**src/rtl/sram_responder.sv**
```systemverilog
// Target end of the CPU byte-bus handshake: runs a wait-stated access to an
// external asynchronous SRAM and returns a one-cycle acknowledge.
module sram_responder #(
    parameter int WAIT_STATES = 2,
    parameter int ADDR_W      = 16
) (
    input  logic              i_clk,
    input  logic              i_reset,
    input  logic              i_sel,
    input  logic [15:0]       i_addr,
    input  logic [7:0]        i_dat,
    input  logic              i_we,
    output logic [7:0]        o_dat,
    output logic              o_ack,
    output logic              o_busy,
    output logic [ADDR_W-1:0] o_sram_addr,
    output logic [7:0]        o_sram_dat,
    output logic              o_sram_dat_oe,
    input  logic [7:0]        i_sram_dat,
    output logic              o_sram_ce_n,
    output logic              o_sram_oe_n,
    output logic              o_sram_we_n
);

    typedef enum logic [1:0] {
        IDLE,
        ACCESS,
        HOLD,
        ACK
    } state_t;

    localparam logic [3:0] WAIT_INIT = 4'(WAIT_STATES);

    state_t     state;
    logic [3:0] count;
    logic       is_write;

    // Upper address bits are dropped when ADDR_W < 16.
    logic unused_addr;
    assign unused_addr = ^i_addr;

    // Every output is a register; strobes are set up on the edge that enters
    // each state so they are clean for the whole cycle.
    always_ff @(posedge i_clk) begin
        if (i_reset) begin
            state         <= IDLE;
            count         <= '0;
            is_write      <= 1'b0;
            o_dat         <= 8'h00;
            o_ack         <= 1'b0;
            o_busy        <= 1'b0;
            o_sram_addr   <= '0;
            o_sram_dat    <= 8'h00;
            o_sram_dat_oe <= 1'b0;
            o_sram_ce_n   <= 1'b1;
            o_sram_oe_n   <= 1'b1;
            o_sram_we_n   <= 1'b1;
        end else begin
            o_ack <= 1'b0;
            case (state)
                IDLE: begin
                    if (i_sel) begin
                        o_sram_addr   <= i_addr[ADDR_W-1:0];
                        o_sram_dat    <= i_dat;
                        is_write      <= i_we;
                        count         <= WAIT_INIT;
                        state         <= ACCESS;
                        o_busy        <= 1'b1;
                        o_sram_ce_n   <= 1'b0;
                        o_sram_oe_n   <= i_we;
                        o_sram_we_n   <= ~i_we;
                        o_sram_dat_oe <= i_we;
                    end
                end
                ACCESS: begin
                    if (count == 4'd0) begin
                        if (is_write) begin
                            // Release we_n but keep ce_n and data driven for hold time.
                            state       <= HOLD;
                            o_sram_we_n <= 1'b1;
                        end else begin
                            o_dat       <= i_sram_dat;
                            o_ack       <= 1'b1;
                            state       <= ACK;
                            o_sram_ce_n <= 1'b1;
                            o_sram_oe_n <= 1'b1;
                        end
                    end else begin
                        count <= count - 4'd1;
                    end
                end
                HOLD: begin
                    state         <= ACK;
                    o_ack         <= 1'b1;
                    o_sram_ce_n   <= 1'b1;
                    o_sram_dat_oe <= 1'b0;
                end
                ACK: begin
                    state  <= IDLE;
                    o_busy <= 1'b0;
                end
                default: begin
                    state         <= IDLE;
                    o_busy        <= 1'b0;
                    o_sram_ce_n   <= 1'b1;
                    o_sram_oe_n   <= 1'b1;
                    o_sram_we_n   <= 1'b1;
                    o_sram_dat_oe <= 1'b0;
                end
            endcase
        end
    end

endmodule

```
**config.mk**
```make
export PLATFORM = sky130hd
export DESIGN_NAME = sram_responder
export DESIGN_NICKNAME = d
export VERILOG_FILES = /design/src/rtl/sram_responder.sv
export SDC_FILE = /design/constraint.sdc
export NUM_CORES = 1
export LEC_CHECK = 0
export BUFFER_PORTS_ARGS = -buffer_cell sky130_fd_sc_hd__buf_2
export CORE_MARGIN = 2
export CORE_UTILIZATION = 35
export CTS_CLUSTER_DIAMETER = 100
export DETAILED_ROUTE_END_ITERATION = 8
export HOLD_SLACK_MARGIN = 0.02
export PLACE_DENSITY_LB_ADDON = 0.3
export SYNTH_ARGS = -nofsm -noshare
export SYNTH_HDL_FRONTEND = slang
export SYNTH_SLANG_ARGS = --single-unit
```
**constraint.sdc**
```tcl
create_clock -name i_clk -period 2.6 [get_ports i_clk]
set_clock_uncertainty 0.1 [all_clocks]
set_input_delay 0.52 -clock i_clk [delete_from_list [all_inputs] [get_ports i_clk]]
set_output_delay 0.52 -clock i_clk [all_outputs]
set_load 0.01 [all_outputs]
```
==> summary by stage <==
Clock network
The count of instances resized after the clock tree is built is 0. The source-to-sink clock delay at the later pin of the worst-skew pair is around 0.29 ns. Counting along the longest clock path gives a buffer depth of 2.

The number of hold buffers added after CTS is 0. Clock-pin slew was measured on the worst setup and hold paths at ~0.080 ns. The number of clock sinks is 45. The CTS tree is built. The number of buffers created by CTS is 5. The number of setup buffers added after CTS is 0.

Clock tree synthesis selected as its root buffer the cell clkbuf_8. The H-tree was split into 2 levels.

STA
For the final routed database, the setup TNS stands at 0 ns. Setup violations remaining at the end of the flow were counted as 0. The worst path meets setup with about 0.52 ns of slack. The highest achievable clock rate is approximately 480 MHz. The tightest slew margin relative to the limit is a little under 70%. The actual transition at the worst max-transition pin is 0.485 ns. The final clock period utilization by the worst path is between 80% and 90%.

The max-slew violation count is 0. Subtracting the final worst setup slack from the clock period gives 2.08 ns. Hold timing on the final database bottoms out at a slack of between 0.3 and 0.4 ns. Setup repair after global routing left no endpoint under its margin.

The final number of hold-violating endpoints is 0.

Detailed routing
Once detail routing completed, the nets flagged for antenna violations numbered 0. The ratio of routed vias to standard cells is around 4.6. The remaining routing DRC violations is 0. Detailed routing inserted a total of 1643 vias. The final routed wirelength across all metal layers is 4050 um. Before antenna repair, the detailed router went through 5 iterations. The wire length per cell after detailed routing is around 11 um. In this run, the number of DRC markers left after iteration 0 of detailed routing was 33.

Placed design
The pre-CTS worst setup slack is 0.524 ns. The placer congestion estimate is roughly 0.87. The detailed placement HPWL is 2870 um. The number of input and output port buffers inserted is between 70 and 80.

Final layout
For this run, the post-layout net count is ~330. The sequential cells in the finished layout cover a total of ~900 sq um. From synthesis to final layout, the design area changed by 29.7%. The area used by multi-input combinational logic is ~820 sq um. The final antenna diode count is 0. The post-route netlist has slightly above 30% of its cells at a drive strength greater than 1. Fill cells in the final layout number 500.

Global route
The first global-routing pass estimated 5990 um of wire. The maximum number of pins on one net before global-route repair is 27. The number of global-route vias before repair is ~1300. The aggregate global-route resource usage is 13.8%. The initial antenna violation count is 0.

The total congestion overflow is 0.

Logic synthesis
The cell type with the largest total area after synthesis is dfxtp_1. Summed over its instances, the top area cell type makes up approximately half of the synthesized netlist area. For this run, the register share of the synthesized area comes to approximately half.

Yosys printed 0 warnings. Counting every net in the synthesized netlist gives 256. The share of synthesized registers carrying an async set or reset is 0%. In the synthesized netlist the dominant register cell turns out to be dfxtp_1.

Counting flops with a built-in enable in the synthesized netlist gives 0. Ranked by total cell area, the synthesized netlist is headed by dfxtp_1 (50%), nand2_1 (11%), a21oi_1 (9.4%), mux2i_1 (5.5%), ha_1 (4.2%). The cell with the most instances after synthesis is nand2_1. The netlist area before placement is 1810 sq um. Counting distinct cell types in the post-synthesis netlist gives 30.

The post-synthesis average cell area is 8.44 sq um. Counting instances in the post-synthesis netlist gives the leading cell types as nand2_1 (55), dfxtp_1 (45), a21oi_1 (34). After technology mapping, the gate count stands at around 210.

The total of flip-flops plus latches after synthesis is 45.

Critical path
In this design, the stage delay of the slowest critical-path cell is ~0.59 ns. The largest individual stage delay along the critical path comes from the cell or3_1. The worst register-to-register path ends at o_ack. Along the worst path, the maximum fanout reaches 12.

Data arrives at the worst endpoint at between 2 and 2.5 ns. The category of the worst setup path launch point is a flop. The worst register-to-register path has a setup slack of a little over 0.5 ns. The total buffers and inverters traversed by the critical path is 2.

The logic depth of the worst setup path including buffers is 6. Measured in cells, the most critical reg-to-reg path has a length of 6. The kind of critical path is reg -> reg.

The beginning of the worst register-to-register path is state[1]. Walking the worst path, the cells encountered are inv_1, ha_1, inv_1, or3_1, nor2b_4, nor3b_2. The required arrival time at the worst endpoint is approximately 2.7 ns. The most numerous cell type found on the critical path is inv_1.

The worst setup path is captured at a flop. Grouping stages by cell kind, the critical path spends the most delay in simple AND/OR/NAND/NOR gates.

Floorplanning
The initial standard-cell utilization of the core is between 30% and 40%. The die outline area is 5750 sq um. The horizontal die dimension is 75.8 um. The floorplan has 26 rows.

In this run the vertical extent of the chip is ~76 um. The total core area is ~5000 sq um. 74 I/O pins were placed.

Power
The static leakage is roughly 1.1 nW. The power per cell area is ~1000 nW/um^2. The peak supply drop is slightly above 0.0005 V. The design draws between 2 and 2.5 mW.

Min path
The worst hold path belongs to the class in -> reg. The number of cells traversed by the worst hold path is 3. The endpoint of the worst hold-timing path is o_dat[3].

The worst hold path begins at i_sram_dat[3].

Outcome
The flow ran to the end, and the final reports show no timing, DRC or antenna violations.

Run
Max-cap violations in this run came to 0.
## sequential cells by signal, summed over array words and instances, names as in the netlist, 2 cells and up
name / cells
count: 4
o_dat: 8
o_sram_addr: 16
o_sram_dat: 8
state: 2
## worst max-delay path by stage
stage / startpoint / end / slack (ns)
4_1_cts: count[0] / o_dat[0] / 0.51
2_1_floorplan: count[0] / o_sram_ce_n / 0.76
5_1_grt: state[1] / o_dat[0] / 0.34
3_5_place_dp: state[1] / o_dat[0] / 0.52
3_3_place_gp: count[0] / o_ack / 0.57
6_report: state[1] / o_ack / 0.52
## layout by cell type (no fill, tap or decap), drive strengths merged
| cell type | n |
|---|---|
| a211oi | 1 |
| a21boi | 1 |
| a21oi | 34 |
| a2bb2oi | 1 |
| a311o | 1 |
| a311oi | 1 |
| and2 | 1 |
| buf | 77 |
| bufinv | 1 |
| clkbuf | 6 |
| clkinv | 1 |
| dfxtp | 45 |
| ha | 6 |
| inv | 6 |
| mux2i | 10 |
| nand2 | 55 |
| nand2b | 1 |
| nand3 | 1 |
| nor2 | 15 |
| nor2b | 3 |
| nor3 | 3 |
| nor3b | 2 |
| o21ai | 5 |
| o21bai | 1 |
| o22ai | 2 |
| o41ai | 1 |
| or3 | 2 |
| or3b | 3 |
## through the flow
step	std cells	area (sq um)	util, %
6_report	356	2340	46.5
3_5_place_dp	348	2230	44.2
3_3_place_gp	348	2230	44.2
4_1_cts	356	2340	46.5
5_1_grt	356	2340	46.5
2_1_floorplan	214	1810	-
## power by group
| part | internal, mW | switching (mW) | total [mW] |
|---|---|---|---|
| clock | 0.289 | 0.239 | 0.527 |
| sequential | 0.847 | 0.0889 | 0.936 |
| combinational | 0.418 | 0.558 | 0.976 |
## logic make-up after synthesis
family                   count (synthesis)  share of synthesized area, %
buffers and inverters                   19                          4.43
multiplexers                            10                          5.54
flip-flops                              45                          49.9
AO/OA/AOI/OAI                           48                          14.8
AND/OR/NAND/NOR                         86                          21.2
adder cells (fa/ha/maj)                  6                          4.16
## area by class of cell
type / count / area share (%)
flip-flops and latches: 45 / 38.5
multi-input cells: 150 / 35.2
repair buffers: 77 / 16.9
well taps: 70 / 3.74
clock buffers: 6 / 3.10
inverters: 6 / 0.962
clock inverters: 2 / 1.66
## worst min-delay path, cell delays in order
cell,delay [ns]
buf_2,0.07
mux2i_1,0.05
nor2_1,0.07
## metal layers
layer / part of all wire, % / GRT usage (%) / up-vias
met5: 0 / 0 / -
met4: 1.1 / 5.26 / 0
met3: 7.1 / 4.37 / 4
met2: 45 / 20.9 / 57
met1: 47 / 18.3 / 729
li1: - / - / 853
(Power assumes the default switching activity.)
